==> src/rtl/inagu_ctrl_pkg.sv <==
// mvu_pkg -- shared definitions for the INAGU controller slice.
//   inagu_state_t : controller FSM state encoding (IDLE, CLR, RUN, DRAIN, FIN)
//   DRAIN_W       : width of the post-run drain counter (DRAIN legal range 0..15)
package mvu_pkg;

    typedef enum logic [2:0] {
        ST_IDLE  = 3'd0,
        ST_CLR   = 3'd1,
        ST_RUN   = 3'd2,
        ST_DRAIN = 3'd3,
        ST_FIN   = 3'd4
    } inagu_state_t;

    localparam int unsigned DRAIN_W = 4;

endpackage

==> src/rtl/inagu_ctrl_if.sv <==
// inagu_ctrl_if -- job-control bundle between a job issuer and inagu_ctrl.
//   master : drives start, jobcnt, stall, abort, shacc_done; observes status
//   slave  : the controller (agu_clr, agu_en, busy, done, acccnt outputs)
// Optional INAGU_CTRL_PERF_EN adds the stallcnt status signal.
interface inagu_ctrl_if #(
    parameter int unsigned BCNT = 16
);
    logic            start;
    logic [BCNT-1:0] jobcnt;
    logic            stall;
    logic            abort;
    logic            shacc_done;
    logic            agu_clr;
    logic            agu_en;
    logic            busy;
    logic            done;
    logic [BCNT-1:0] acccnt;
`ifdef INAGU_CTRL_PERF_EN
    logic [BCNT-1:0] stallcnt;

    modport master (
        output start, jobcnt, stall, abort, shacc_done,
        input  agu_clr, agu_en, busy, done, acccnt, stallcnt
    );
    modport slave (
        input  start, jobcnt, stall, abort, shacc_done,
        output agu_clr, agu_en, busy, done, acccnt, stallcnt
    );
`else
    modport master (
        output start, jobcnt, stall, abort, shacc_done,
        input  agu_clr, agu_en, busy, done, acccnt
    );
    modport slave (
        input  start, jobcnt, stall, abort, shacc_done,
        output agu_clr, agu_en, busy, done, acccnt
    );
`endif
endinterface

==> src/rtl/inagu_ctrl_cnt_down.sv <==
// cnt_down -- loadable, enabled down-counter with zero flag.
//   clk, rst_n  : clock, asynchronous active-low reset (count -> 0)
//   i_load      : load i_load_val (has priority over i_en)
//   i_en        : decrement by one
//   o_zero      : count is zero
module cnt_down #(
    parameter int unsigned WIDTH = 8
) (
    input  logic             clk,
    input  logic             rst_n,
    input  logic             i_load,
    input  logic [WIDTH-1:0] i_load_val,
    input  logic             i_en,
    output logic             o_zero
);

    logic [WIDTH-1:0] r_cnt;

    always_ff @(posedge clk or negedge rst_n) begin
        if (!rst_n) begin
            r_cnt <= '0;
        end else if (i_load) begin
            r_cnt <= i_load_val;
        end else if (i_en) begin
            r_cnt <= r_cnt - WIDTH'(1);
        end
    end

    assign o_zero = (r_cnt == '0);

endmodule

==> src/rtl/inagu_ctrl.sv <==
// inagu_ctrl -- job controller for the input address generator.
//   clk, rst_n : single clock, asynchronous active-low reset
//   bus        : inagu_ctrl_if.slave (start/jobcnt/stall/abort/shacc_done in;
//                agu_clr/agu_en/busy/done/acccnt out)
// Parameters: BCNT (counter width), DRAIN (post-run drain cycles, 0..15).
// Optional macro INAGU_CTRL_PERF_EN adds bus.stallcnt (saturating count of
// stalled RUN cycles, cleared on accepted start).
module inagu_ctrl
    import mvu_pkg::*;
#(
    parameter int unsigned BCNT  = 16,
    parameter int unsigned DRAIN = 2
) (
    input  logic        clk,
    input  logic        rst_n,
    inagu_ctrl_if.slave bus
);

    localparam logic [DRAIN_W-1:0] DRAIN_LD =
        (DRAIN > 0) ? DRAIN_W'(DRAIN - 1) : '0;

    inagu_state_t    r_state;
    inagu_state_t    w_state_nxt;
    logic            w_agu_en;
    logic            w_accept;
    logic            w_rem_load;
    logic            w_drain_load;
    logic            w_rem_zero;
    logic            w_drain_zero;
    logic [BCNT-1:0] w_rem_ld_val;
    logic [BCNT-1:0] r_acccnt;

    // Both counters are loaded with (count - 1) so that the zero flag marks
    // the final step / final drain cycle while that cycle is in progress.
    assign w_rem_ld_val = bus.jobcnt - BCNT'(1);

    cnt_down #(.WIDTH(BCNT)) u_rem (
        .clk        (clk),
        .rst_n      (rst_n),
        .i_load     (w_rem_load),
        .i_load_val (w_rem_ld_val),
        .i_en       (w_agu_en),
        .o_zero     (w_rem_zero)
    );

    cnt_down #(.WIDTH(DRAIN_W)) u_drain (
        .clk        (clk),
        .rst_n      (rst_n),
        .i_load     (w_drain_load),
        .i_load_val (DRAIN_LD),
        .i_en       (r_state == ST_DRAIN),
        .o_zero     (w_drain_zero)
    );

    always_ff @(posedge clk or negedge rst_n) begin
        if (!rst_n) begin
            r_state <= ST_IDLE;
        end else begin
            r_state <= w_state_nxt;
        end
    end

    always_comb begin
        w_state_nxt  = r_state;
        w_agu_en     = 1'b0;
        w_accept     = 1'b0;
        w_rem_load   = 1'b0;
        w_drain_load = 1'b0;
        unique case (r_state)
            ST_IDLE: begin
                if (bus.start) begin
                    w_accept = 1'b1;
                    if (bus.jobcnt != '0) begin
                        w_rem_load  = 1'b1;
                        w_state_nxt = ST_CLR;
                    end else begin
                        w_state_nxt = ST_FIN;
                    end
                end
            end
            ST_CLR: begin
                w_state_nxt = bus.abort ? ST_FIN : ST_RUN;
            end
            ST_RUN: begin
                // Abort wins over a final step arriving in the same cycle.
                if (bus.abort) begin
                    w_state_nxt = ST_FIN;
                end else if (!bus.stall) begin
                    w_agu_en = 1'b1;
                    if (w_rem_zero) begin
                        w_drain_load = 1'b1;
                        w_state_nxt  = (DRAIN > 0) ? ST_DRAIN : ST_FIN;
                    end
                end
            end
            ST_DRAIN: begin
                if (bus.abort || w_drain_zero) begin
                    w_state_nxt = ST_FIN;
                end
            end
            ST_FIN: begin
                w_state_nxt = ST_IDLE;
            end
            default: begin
                w_state_nxt = ST_IDLE;
            end
        endcase
    end

    always_ff @(posedge clk or negedge rst_n) begin
        if (!rst_n) begin
            r_acccnt <= '0;
        end else if (w_rem_load) begin
            r_acccnt <= '0;
        end else if (((r_state == ST_RUN) || (r_state == ST_DRAIN)) && bus.shacc_done) begin
            r_acccnt <= r_acccnt + BCNT'(1);
        end
    end

`ifdef INAGU_CTRL_PERF_EN
    logic [BCNT-1:0] r_stallcnt;

    always_ff @(posedge clk or negedge rst_n) begin
        if (!rst_n) begin
            r_stallcnt <= '0;
        end else if (w_accept) begin
            r_stallcnt <= '0;
        end else if ((r_state == ST_RUN) && bus.stall && (r_stallcnt != '1)) begin
            r_stallcnt <= r_stallcnt + BCNT'(1);
        end
    end

    assign bus.stallcnt = r_stallcnt;
`endif

    assign bus.agu_clr = (r_state == ST_CLR);
    assign bus.agu_en  = w_agu_en;
    assign bus.busy    = (r_state != ST_IDLE);
    assign bus.done    = (r_state == ST_FIN);
    assign bus.acccnt  = r_acccnt;

endmodule

==> src/flat_wrapper.sv <==
// flat-port wrapper written by rule: the top's interface ports become plain ports
module inagu_ctrl_flat import mvu_pkg::*;
#(
    parameter int unsigned BCNT  = 16,
    parameter int unsigned DRAIN = 2
)
  (clk, rst_n, bus_start, bus_jobcnt, bus_stall, bus_abort, bus_shacc_done, bus_agu_clr, bus_agu_en, bus_busy, bus_done, bus_acccnt);
  inagu_ctrl_if #(.BCNT(BCNT)) bus_i ();
  input  logic clk;
  input  logic rst_n;
  input wire logic [$bits(bus_i.start)-1:0] bus_start;
  input wire logic [$bits(bus_i.jobcnt)-1:0] bus_jobcnt;
  input wire logic [$bits(bus_i.stall)-1:0] bus_stall;
  input wire logic [$bits(bus_i.abort)-1:0] bus_abort;
  input wire logic [$bits(bus_i.shacc_done)-1:0] bus_shacc_done;
  output wire logic [$bits(bus_i.agu_clr)-1:0] bus_agu_clr;
  output wire logic [$bits(bus_i.agu_en)-1:0] bus_agu_en;
  output wire logic [$bits(bus_i.busy)-1:0] bus_busy;
  output wire logic [$bits(bus_i.done)-1:0] bus_done;
  output wire logic [$bits(bus_i.acccnt)-1:0] bus_acccnt;
  assign bus_i.start = bus_start;
  assign bus_i.jobcnt = bus_jobcnt;
  assign bus_i.stall = bus_stall;
  assign bus_i.abort = bus_abort;
  assign bus_i.shacc_done = bus_shacc_done;
  assign bus_agu_clr = bus_i.agu_clr;
  assign bus_agu_en = bus_i.agu_en;
  assign bus_busy = bus_i.busy;
  assign bus_done = bus_i.done;
  assign bus_acccnt = bus_i.acccnt;
  inagu_ctrl #(.BCNT(BCNT), .DRAIN(DRAIN)) u_core (.clk(clk), .rst_n(rst_n), .bus(bus_i));
endmodule
==> config.mk <==
export PLATFORM = sky130hd
export DESIGN_NAME = inagu_ctrl_flat
export DESIGN_NICKNAME = d
export VERILOG_FILES = /design/src/rtl/inagu_ctrl_pkg.sv /design/src/rtl/inagu_ctrl_if.sv /design/src/rtl/inagu_ctrl_cnt_down.sv /design/src/rtl/inagu_ctrl.sv /design/src/flat_wrapper.sv
export SDC_FILE = /design/constraint.sdc
export NUM_CORES = 1
export LEC_CHECK = 0
export ABC_CLOCK_PERIOD_IN_PS = 7650
export CAP_MARGIN = 20
export CORE_MARGIN = 4
export CORE_UTILIZATION = 30
export DETAILED_ROUTE_END_ITERATION = 10
export GPL_TIMING_DRIVEN = 0
export PLACE_DENSITY = 0.59
export SLEW_MARGIN = 20
export SYNTH_ARGS = -nofsm -noshare
export SYNTH_HDL_FRONTEND = slang
export SYNTH_SLANG_ARGS = --single-unit
export TNS_END_PERCENT = 50
==> constraint.sdc <==
create_clock -name clk -period 7.65 [get_ports clk]
set_input_delay 1.53 -clock clk [delete_from_list [all_inputs] [get_ports clk]]
set_output_delay 1.53 -clock clk [all_outputs]
set_load 0.03 [all_outputs]
[Word level (Yosys, flattened, before mapping)]
Index checks and enable logic that the tools add are counted.
Cells by class
  eq/ne operators: 8
  add/sub/neg operators: 4
  reductions and logical operators: 12
  mux-type cells: 24
Operator list (number)
  $mux 16: 4
  $sub 16x1->16 const B: 2
  $mux 3: 7
  $add 16x1->16 const B: 1
  $logic_not 16->1: 1
  $reduce_bool 16->1: 1
  $pmux 3 s4: 1
  $mux 1: 10
  $mux 4: 2
  $eq 3x2->1 const B: 2
  $ne 3x3->1 const B: 2
  $reduce_bool 2->1: 3
  $logic_not 4->1: 1
  $reduce_and 4->1: 1
  $sub 4x1->4 const B: 1
  $eq 3x1->1 const B: 1
  $eq 3x3->1 const B: 1
  $logic_not 3->1: 1
  $reduce_bool 3->1: 1
  $logic_or 1x1->1: 2
  $ne 2x1->1 const B: 1
  $ne 2x2->1 const B: 1
  $logic_and 1x1->1: 1
Storage, ports and cells
  bits of input ports: 22
  register bits: 39

[Longest topological paths before layout]
  word-level depth: 6
  mapped depth: 13

[By module]
From an unflattened synthesis, not the netlist that was laid out.
Second synthesis, totals
  cell total of the unflattened synthesis: 289
  area, all modules: 2616.3 µm²
By module, submodules not included
  inagu_ctrl: cells each 157, area each 1357.6 µm², sequential area each 475.5 µm², times used 1
  cnt_down (u_core.u_rem): cells each 111, area each 1028.5 µm², sequential area each 400.4 µm², times used 1
  cnt_down (u_core.u_drain): cells each 21, area each 230.2 µm², sequential area each 100.1 µm², times used 1

[Worst setup path after synthesis]
OpenSTA, ideal clock, no wires.
  path type: input port to flip-flop
  from: input port bus_start
  to: register u_core.u_rem.r_cnt[14]
  arrival time: 4.249 ns
  path buffers: 2
  setup time: 0.139 ns
  required time: 7.511 ns
  stages on the path: 12
  path slack: 3.262 ns
  path through: nor4b_4 > o21a_1 > clkbuf_1 > clkbuf_1 > mux2i_1 > ha_1 > inv_1 > nor4_1 > mux2_2 > nor4b_1 > xnor2_1 > mux2i_1
Between the ends
  cells in the longest elaborated chain, start to end: 3
  elaborated cells between the ends (all ways): 4
  those cells by class: mux: 3; reduce/logical: 1
RTL lines
  start: declaration: RTL line flat_wrapper.sv:11  | input wire logic [$bits(bus_i.start)-1:0] bus_start;
  $mux 1 *: RTL line inagu_ctrl.sv:71  | if (bus.start) begin
  $mux 1 *: RTL line inagu_ctrl.sv:69  | unique case (r_state)
  $mux 16 or $reduce_bool 2->1 (tied branches)
  end signal: assignment: RTL line inagu_ctrl_cnt_down.sv:23  | r_cnt <= i_load_val;
  end signal: assignment: RTL line inagu_ctrl_cnt_down.sv:25  | r_cnt <= r_cnt - WIDTH'(1);
  end: declaration: RTL line inagu_ctrl_cnt_down.sv:17  | logic [WIDTH-1:0] r_cnt;
Every way passes the cells marked *; elsewhere a longest branch is shown, timed or not.
A chain may end at the register's enable or synchronous reset.

[Worst setup path after layout]
Ends and elaborated chain as after synthesis.

==> results by group <==
Clocking
  • Clock Path Buffers: 2
  • Worst-Skew Late Latency: 0.29 ns
  • H-tree depth: 2
  • CTS tree: built
  • PostCTS Resize Cnt: 0
  • Setup bufs post-CTS: 0
  • Clock sinks: 39
  • CTS clk-pin slew, worst paths: 0.08 ns
  • CTS Hold Bufs: 0
  • TritonCTS buffer count: 5
  • CTS Root Cell: clkbuf_8

Timing
  • Fmax: 0.1822 GHz
  • Slew headroom: 54.04%
  • Slew Viols, Final: 0
  • Fin crit share: 71.74%
  • Sum Neg Setup Slack: 0 ns
  • Final setup viols: 0
  • Unrepaired setup endpoints after global routing: no
  • Slew @ Worst Pin: 0.6894 ns
  • Clk_skew: 0.008208 ns
  • Period minus WS final: 5.488 ns
  • Final Hold Vio Count: 0

GRT
  • All-Layer GR Usage: 12.33%
  • Pin count of the biggest net entering global routing: 21
  • Remaining Overflow, GRT: 0
  • First-pass GRT wire length: 9963 um
  • Initial antenna violation count: 0
  • Vias in the first global route: 2,064

Finish
  • Nets: 349
  • Layout area overhead: 27.02%
  • Inserted Diodes: 0
  • Filler cell count: 806
  • Non-Filler Instances: 427
  • Share of cells above drive strength 1: 8.308%

Critical path
  • CP arrival: 5.64 ns
  • CP peak stage delay: 0.58 ns
  • Worst path cell trace: clkdlybuf4s50_1, nor4b_4, o21a_1, clkbuf_1, clkbuf_1, mux2i_1, ha_1, inv_1, nor4_1, mux2_2, nor4b_1, xnor2_1, mux2i_1
  • Crit path max fanout: 10
  • R2R cell count: 13
  • Worst path slowest cell: clkbuf_1
  • CP Buf/Inv Count: 4
  • Reg-to-reg startpoint: u_core.r_state[2]
  • CP endpoint kind: flip-flop
  • Critical Path Stages: 13
  • WP data required: 7.80 ns
  • CP top delay family: buffers and inverters
  • CP startpoint kind: primary input
  • CP startpoint: bus_start
  • Setup CP Type: primary input to flip-flop

Yosys
  • Post-synth EDFFs: 0
  • Synth area leader: dfrtp_1
  • Register area share after synthesis: 39.18%
  • Mapped Area: 2491 um^2
  • Seq cells post-synth: 39
  • Main synth FF type: dfrtp_1
  • Synth unique cells: 44
  • Top cell type's share of synthesized area: 39.18%
  • Top post-synthesis cells by area: dfrtp_1 (39%), xnor2_1 (6.7%), xor2_1 (6.7%)
  • Syn Inst Count: 275
  • Fraction of registers with async set/reset: 100.0%
  • Synth Area per Inst: 9.059 um^2
  • Yosys warns: 0
  • Synth Net Count: 300

Floorplanning
  • Core area: 7888 um^2
  • Num rows: 32
  • Initial Util: 31.58%
  • Die area: 9826 um^2
  • Die Y: 99.13 um
  • Die Wd: 99.13 um
  • I/O pins: 42

Min path
  • Hold crit path type: flip-flop to flip-flop
  • Worst Hold Depth: 1
  • Worst Hold Launch: u_core.u_rem.r_cnt[11]

Placed design
  • Final HPWL DP: 4689 um
  • DP Cell Count: 419
  • GPL Wtd Cong: 0.7937
  • Port buffer count: 41

Power
  • Power per Cell Area: 270.5 nW/um^2
  • P_leak: 1.218 nW
  • Tot Pwr: 855.9 uW
  • Max VDD drop: 90.72 uV

Detailed routing
  • Drt initial violations: 59
  • Antenna Nets Post-Route: 0
  • Final wirelength: 6001 um
  • # DRC: 0
  • Via-to-Cell Ratio: 5.068
  • Pre-antenna DRT Iters: 4
  • Vias after detailed routing: 2,164
  • Wire length per cell: 14.05 um

Outcome
  • Status: completed

Run
  • Number of max-cap violations: 0
routing by layer:
layer | vias to the layer above | routed length [um] | global-route usage, %
met1 | 1040 | 2741 | 15.79
met2 | 50 | 2939 | 21.69
met5 | - | 0 | 0
met3 | 5 | 277 | 2.735
li1 | 1069 | - | -
met4 | 0 | 44 | 1.891
cells in the mapped netlist, drive strengths merged, types with 3 or more instances:
cell type  count
nor2          40
dfrtp         39
nand2         19
xnor2         19
xor2          19
a21oi         18
nor3          16
mux2i         12
nand4         10
o21ai          9
or3            9
inv            7
nand2b         7
clkbuf         6
nor4           5
nand3          4
nor3b          4
buf            3
ha             3
o22ai          3
or2            3
per-stage QoR:
step / setup WS [ns] / hold slack (ns) / util (%) / area (um^2)
finish: 2.162 / 0.5312 / 40.12 / 3164
global route: 1.709 / 0.5588 / 40.12 / 3164
CTS: 2.156 / 0.5359 / 40.12 / 3164
detailed placement: 1.911 / 0.5255 / 38.69 / 3052
global placement: 1.926 / 0.5077 / 38.40 / 3029
floorplan: 3.262 / 0.4590 / - / 2491
cells in the final DEF, fill, tap and decap left out, types with 2 or more instances in the layout:
cell / n
mux2i_1: 12
o21ai_0: 6
clkdlybuf4s50_1: 40
dfrtp_1: 39
or2_2: 2
xor2_1: 19
nand4_1: 9
or3_1: 9
a211oi_1: 2
nor4_1: 3
a22oi_1: 2
nor3_1: 14
ha_1: 3
nand3_1: 4
nor4_2: 2
o22ai_1: 3
nand2b_1: 7
clkbuf_1: 6
mux2_2: 2
nand2_1: 19
inv_1: 7
xnor2_1: 19
nor3b_1: 4
nor2_1: 40
a21oi_1: 18
buf_2: 4
o21ai_1: 2
nor3_2: 2
clkbuf_8: 5
cell families after synthesis:
logic type	count (synthesis)	synth area share, %
compound gates	42	11.25
xor+xnor	38	13.36
fa+ha+maj	3	1.507
buf+inv	16	2.561
flops	39	39.18
mux	14	5.726
simple gates	123	26.42
final cells by class:
type / instances / area [um^2] / share of cell area, %
Multi-Input combinational cell: 220 / 1451 / 45.87
Sequential cell: 39 / 975.9 / 30.84
Timing Repair Buffer: 42 / 432.9 / 13.68
Tap cell: 102 / 127.6 / 4.033
Clock buffer: 5 / 68.82 / 2.175
Clock inverter: 3 / 43.79 / 1.384
Buffer: 9 / 37.54 / 1.186
Inverter: 7 / 26.28 / 0.8304
worst paths after layout:
check	slack, ns	endpoint
worst min register to register	0.53	u_core.u_rem.r_cnt[11]
worst max-delay path	2.16	u_core.u_rem.r_cnt[14]
min in group asynchronous	1.19	u_core.bus.acccnt[4]
worst min-delay path	0.53	u_core.u_rem.r_cnt[11]
worst max register to register	3.38	u_core.u_rem.r_cnt[14]
max in group asynchronous	5.97	u_core.u_rem.r_cnt[1]
sequential cells by signal, summed over array words and instances (netlist names):
register / cells
u_core.bus.acccnt: 16
u_core.r_state: 3
u_core.u_rem.r_cnt: 16
u_core.u_drain.r_cnt: 4
power by group:
part,total (mW),internal [mW],switching (mW)
clock network,0.173,0.0972,0.0757
registers,0.321,0.268,0.0532
logic,0.362,0.156,0.206
total,0.856,0.521,0.335
Note: power is estimated with default switching activity, not from simulation.
